===== src/rtl/bt656_pkg.sv =====
// Shared BT.656 decoder types: control states, TRS byte values and XY protection check.
// No timing of its own; imported by the matcher and the top.
package bt656_pkg;

  typedef enum logic [2:0] {
    IDLE,
    SEARCH,
    HDR1,
    HDR2,
    HDR3,
    ACTIVE,
    BLANK
  } state_t;

  localparam logic [7:0] TRS_FF = 8'hFF;
  localparam logic [7:0] TRS_00 = 8'h00;

  // XY carries F/V/H plus four Hamming-style protection bits derived from them.
  function automatic logic trs_prot_ok(input logic [7:0] xy);
    logic f, v, h;
    f = xy[6];
    v = xy[5];
    h = xy[4];
    return xy[7] && (xy[3:0] == {v ^ h, f ^ h, f ^ v, f ^ v ^ h});
  endfunction

endpackage


===== src/rtl/bt656_trs_detect.sv =====
// FF 00 00 XY header matcher; hit/err are combinational while the XY byte is on the bus.
// Free-running on the byte stream; held idle while en is low.
module bt656_trs_detect
  import bt656_pkg::*;
(
  input  logic       clk,
  input  logic       rst,
  input  logic       en,
  input  logic [7:0] td_data,
  output logic       trs_hit,
  output logic       f,
  output logic       v,
  output logic       h,
  output logic       err
);

  state_t hdr;
  logic   at_xy;
  logic   prot_ok;

  always_ff @(posedge clk or negedge rst) begin
    if (!rst) begin
      hdr <= IDLE;
    end else if (!en) begin
      hdr <= IDLE;
    end else begin
      case (hdr)
        IDLE: hdr <= SEARCH;
        HDR1: begin
          if (td_data == TRS_00) hdr <= HDR2;
          else if (td_data != TRS_FF) hdr <= SEARCH;
        end
        HDR2:    hdr <= (td_data == TRS_00) ? HDR3 : SEARCH;
        HDR3:    hdr <= SEARCH;
        default: if (td_data == TRS_FF) hdr <= HDR1;
      endcase
    end
  end

  assign at_xy   = en && (hdr == HDR3);
  assign prot_ok = trs_prot_ok(td_data);
  assign trs_hit = at_xy && prot_ok;
  assign err     = at_xy && !prot_ok;
  assign f       = td_data[6];
  assign v       = td_data[5];
  assign h       = td_data[4];

endmodule


===== src/rtl/bt656_decoder.sv =====
// BT.656 stream decoder: TRS lock, F/V status and Cb/Y0/Cr/Y1 pair extraction with coordinates.
// Pair out 1 cycle after Y1, status 1 cycle after XY; no backpressure, decoding gated by cfg_done.
module bt656_decoder
  import bt656_pkg::*;
#(
  parameter int ACTIVE_PAIRS = 360,
  parameter int LINE_W       = 10
) (
  input  logic              clk,
  input  logic              rst,
  input  logic              cfg_done,
  input  logic [7:0]        td_data,
  output logic              pair_valid,
  output logic [7:0]        cb,
  output logic [7:0]        y0,
  output logic [7:0]        cr,
  output logic [7:0]        y1,
  output logic [8:0]        pair_x,
  output logic [LINE_W-1:0] line_y,
  output logic              field,
  output logic              vblank,
  output logic              frame_start,
  output logic              code_err
);

  localparam logic [8:0]        PAIR_LIM = 9'(ACTIVE_PAIRS);
  localparam logic [LINE_W-1:0] LINE_MAX = '1;

  state_t     state;
  logic [1:0] phase;
  logic [8:0] pair_cnt;
  logic [7:0] cb_q, y0_q, cr_q;
  logic       line_open;
  logic       prev_v;
  logic       trs_hit, trs_f, trs_v, trs_h, trs_err;

  bt656_trs_detect u_trs (
    .clk     (clk),
    .rst     (rst),
    .en      (cfg_done),
    .td_data (td_data),
    .trs_hit (trs_hit),
    .f       (trs_f),
    .v       (trs_v),
    .h       (trs_h),
    .err     (trs_err)
  );

  always_ff @(posedge clk or negedge rst) begin
    if (!rst) begin
      state <= IDLE;  phase <= '0;  pair_cnt <= '0;
      cb_q <= '0;  y0_q <= '0;  cr_q <= '0;
      line_open <= 1'b0;  prev_v <= 1'b0;
      pair_valid <= 1'b0;  cb <= '0;  y0 <= '0;  cr <= '0;  y1 <= '0;
      pair_x <= '0;  line_y <= '0;  field <= 1'b0;  vblank <= 1'b0;
      frame_start <= 1'b0;  code_err <= 1'b0;
    end else if (!cfg_done) begin
      state <= IDLE;  phase <= '0;  pair_cnt <= '0;
      cb_q <= '0;  y0_q <= '0;  cr_q <= '0;
      line_open <= 1'b0;  prev_v <= 1'b0;
      pair_valid <= 1'b0;  cb <= '0;  y0 <= '0;  cr <= '0;  y1 <= '0;
      pair_x <= '0;  line_y <= '0;  field <= 1'b0;  vblank <= 1'b0;
      frame_start <= 1'b0;  code_err <= 1'b0;
    end else begin
      pair_valid  <= 1'b0;
      frame_start <= 1'b0;
      code_err    <= 1'b0;
      case (state)
        IDLE: state <= SEARCH;
        // Header bytes are tracked by the matcher; this state only waits for its verdict.
        SEARCH: begin
          if (trs_err) begin
            code_err <= 1'b1;
            state    <= BLANK;
          end else if (trs_hit) begin
            field     <= trs_f;
            vblank    <= trs_v;
            prev_v    <= trs_v;
            line_open <= 1'b0;
            if (trs_v) line_y <= '0;
            else if (trs_h && line_open && line_y != LINE_MAX) line_y <= line_y + LINE_W'(1);
            if (!trs_h && !trs_v) begin
              state       <= ACTIVE;
              phase       <= '0;
              pair_cnt    <= '0;
              pair_x      <= '0;
              line_open   <= 1'b1;
              frame_start <= !trs_f && prev_v;
            end else begin
              state <= BLANK;
            end
          end
        end
        ACTIVE: begin
          if (td_data == TRS_FF) begin
            state <= SEARCH;
            phase <= '0;
            if (phase != 2'd0) code_err <= 1'b1;
          end else begin
            case (phase)
              2'd0: cb_q <= td_data;
              2'd1: y0_q <= td_data;
              2'd2: cr_q <= td_data;
              default: begin
                // Pairs beyond the nominal line width are dropped without a flag.
                if (pair_cnt < PAIR_LIM) begin
                  cb         <= cb_q;
                  y0         <= y0_q;
                  cr         <= cr_q;
                  y1         <= td_data;
                  pair_x     <= pair_cnt;
                  pair_valid <= 1'b1;
                  pair_cnt   <= pair_cnt + 9'd1;
                end
              end
            endcase
            phase <= phase + 2'd1;
          end
        end
        BLANK:   if (td_data == TRS_FF) state <= SEARCH;
        default: state <= SEARCH;
      endcase
    end
  end

endmodule


===== config.mk =====
export PLATFORM = sky130hd
export DESIGN_NAME = bt656_decoder
export DESIGN_NICKNAME = d
export VERILOG_FILES = /design/src/rtl/bt656_pkg.sv /design/src/rtl/bt656_trs_detect.sv /design/src/rtl/bt656_decoder.sv
export SDC_FILE = /design/constraint.sdc
export NUM_CORES = 1
export LEC_CHECK = 0
export ABC_AREA = 0
export BUFFER_PORTS_ARGS = -buffer_cell sky130_fd_sc_hd__buf_2
export CAP_MARGIN = 10
export CORE_AREA = 8 8 125 127
export DETAILED_ROUTE_END_ITERATION = 10
export DIE_AREA = 0 0 133 135
export PLACE_DENSITY = 0.63
export SYNTH_ARGS = -nofsm -noshare
export SYNTH_HDL_FRONTEND = slang
export SYNTH_SLANG_ARGS = --single-unit

===== constraint.sdc =====
create_clock -name clk -period 2.3 [get_ports clk]
set_input_delay 0 -clock clk [delete_from_list [all_inputs] [get_ports clk]]
set_output_delay 0 -clock clk [all_outputs]
set_load 0.02 [all_outputs]

==> flow_summary.yaml <==
run:
  drv_cap: 0
timing:
  fin_crit_ps: 2100
  finalSetupTns_ps: 0
  finalSetupViolations: 0
  maxSlewViolCount: 0
  relSlewSlack_pct: 34.0
  finClkSkew_ps: 6.18
  period_share_pct: 91.4
  fmax_ghz: 0.476
  hold_viol: 0
  rsz0062_at_grt: "false"
  worst_pin_slew_ps: 990
finish:
  instances_no_fill: 665
  drive_above_1_share_pct: 29.3
  nFillCells: 1294
  final_net_count: 499
  layout_common_cells: "dfrtp_1, buf_2, a22o_1, nor2_1, mux2_2"
  mostFrequentLayoutCell: "dfrtp_1"
  diodes: 0
  syn_to_final_growth_pct: 20.7
grt:
  antenna_found_initial: 0
  grt_util_all_layers_pct: 13.1
  gr-total-overflow: 0
  grt_pass1_wl_microns: 19200
  grt_max_degree: 51
  grt_pass1_vias: 3725
power_and_ir_drop:
  powerDensity_nw_per_um2: 645
  p_leak_nw: 2.69
  max-vdd-ir-drop_uv: 389
floorplan:
  core_sq_um: 13600
  die_y_microns: 135
  num_rows: 43
  pin_count: 67
  dieArea_sq_um: 18000
  start_util_pct: 33.6
  dieWidth_microns: 133
route:
  drt_wl_total_microns: 11400
  dr_total_vias: 3442
  drtIter0Drc: 168
  dr.pass1.iters: 4
  wl_per_cell_microns: 17.1
  ant_nets: 0
  drcViolationCount: 0
  vias_per_cell: 5.18
critical_path:
  cpMostUsedCell: "nand4_1"
  crit_family: "simple AND/OR/NAND/NOR gates"
  worst_setup_path_end_kind: "flip-flop"
  path_buf_inv: 2
  required_ps: 2580
  max_stage_delay_ps: 800
  worstPathCellList: "dlygate4sd3_1 -> buf_2 -> and3_1 -> nand4_1 -> nand4_1 -> and2_1 -> a22o_1"
  arrival_ps: 2380
  crit_path_max_fanout: 25
  critical_path_class: "input pin to flip-flop"
  startpoint_type: "input pin"
  critical-path-slowest-cell: "and2_1"
clock_tree:
  clk_latency_ps: 350
  cts_buffers: 9
  cts_buffer_depth: 2
  clock-sinks: 98
  cts_resized: 0
  cts_tree: "yes"
  cts_root_buf: "clkbuf_16"
  htreeDepth: 3
  cts.reportedPaths.clkPinSlew_ps: 70
placed_design:
  io_buffer_count: 66
  dp_hpwl_microns: 8290
  gp_congestion: 0.826
  place_inst: 647
synth:
  synth_top_cell_by_area: "dfrtp_1"
  synth_edf_count: 0
  synth-seq-cells: 98
  netlist_area_sq_um: 4570
  synth_ff_type: "dfrtp_1"
  seq_area_frac_synth_pct: 53.7
  synth_top_cells_by_area: "dfrtp_1, mux2_2, a22o_1"
  yosysTopAreaCellShare_pct: 53.7
  ys_types: 52
  netlist_instances: 405
  ys_async_sr_fraction_pct: 100
  yosys_warnings: 0
  avgSynthCellArea_sq_um: 11.3
  syn-num-nets: 424
min_path:
  hold_path_class: "input pin to flip-flop"
status:
  outcome: "finished clean"
[worst paths after layout]
path	from	to	slack, ps	cells past startpoint
min in group asynchronous	rst	y1[5]	210	2
hold / removal	td_data[1]	y1[1]	10	2
hold reg to reg	cb_q[1]	cb[1]	500	1
setup reg to reg	state[1]	cb[7]	210	5
setup / recovery	td_data[3]	cb[7]	200	7
max in group asynchronous	rst	y0[5]	1460	3
[cells in the mapped netlist (6+ instances only)]
library cell and n:
a21oi_1 25, a22o_1 34, a31oi_2 6, and2_1 10, buf_2 11, clkbuf_1 6
dfrtp_1 98, ha_1 8, inv_1 14, mux2_2 27, mux2i_1 8, nand2_1 24
nand3_1 11, nand4_1 13, nor2_1 30, o21ai_0 9
[kinds of logic after synthesis]
family,share of synthesized area (%)
muxes,8.41
DFF,53.7
xor gates and xnor gates,0.192
adders and majority gates,2.19
AOI/OAI and AO/OA,18.2
buffers and inverters,3.67
and+or+nand+nor,13.6
[through the flow]
step	setup slack (ps)	utilization, %	hold slack (ps)	total power, W	instance area, sq um
2_1_floorplan	453	-	-296	0.00195	4570
3_3_place_gp	255	38.1	61.9	0.00204	5180
3_5_place_dp	120	38.1	69.6	0.00205	5180
4_1_cts	206	40.5	0.799	0.00361	5510
5_1_grt	64.9	40.5	17.4	0.00370	5510
6_report	198	40.5	10.3	0.00356	5510
[flip-flops by register name (all words and copies together), names as in the netlist]
register / count
line_y: 10
pair_cnt: 9
pair_x: 9
cb: 8
cb_q: 8
cr: 8
cr_q: 8
y0: 8
y0_q: 8
y1: 8
state: 3
u_trs.hdr: 3
phase: 2
code_err: 1
field: 1
frame_start: 1
line_open: 1
pair_valid: 1
prev_v: 1
[layout make-up]
type	instances	area [sq um]	area share [%]
Sequential cell	98	2450	44.5
Multi-Input combinational cell	270	1950	35.3
Timing Repair Buffer	85	518	9.40
Clock buffer	9	225	4.09
Tap cell	180	225	4.09
Clock inverter	7	82.6	1.50
Inverter	16	60.1	1.09
[report_power, final]
group          internal [W]  switching [W]
Sequential          0.00176      0.0000242
Clock              0.000860       0.000680
Combinational     0.0000858       0.000141
Total               0.00271       0.000846
[worst register-to-register path: cells and delay by family (launching register included)]
family	cells	cell delay, ps
AOI/OAI and AO/OA	1	260
DFF	1	370
and+or+nand+nor	4	1400
[what timing repair did]
action,4_1_cts,5_1_grt
setup buffers,0,0
setup endpoints to repair,0,0
hold endpoints to repair,48,0
hold buffers,2,0
[routing by layer]
| layer | part of all wire (%) | global-route usage (%) | up-vias |
|---|---|---|---|
| met1 | 46 | 16.6 | 1682 |
| li1 | - | - | 1646 |
| met5 | 0 | 0 | - |
| met4 | 2.1 | 5.36 | 0 |
| met2 | 48 | 21.3 | 94 |
| met3 | 3.7 | 2.90 | 20 |
Note: power is estimated with default switching activity, not from simulation.
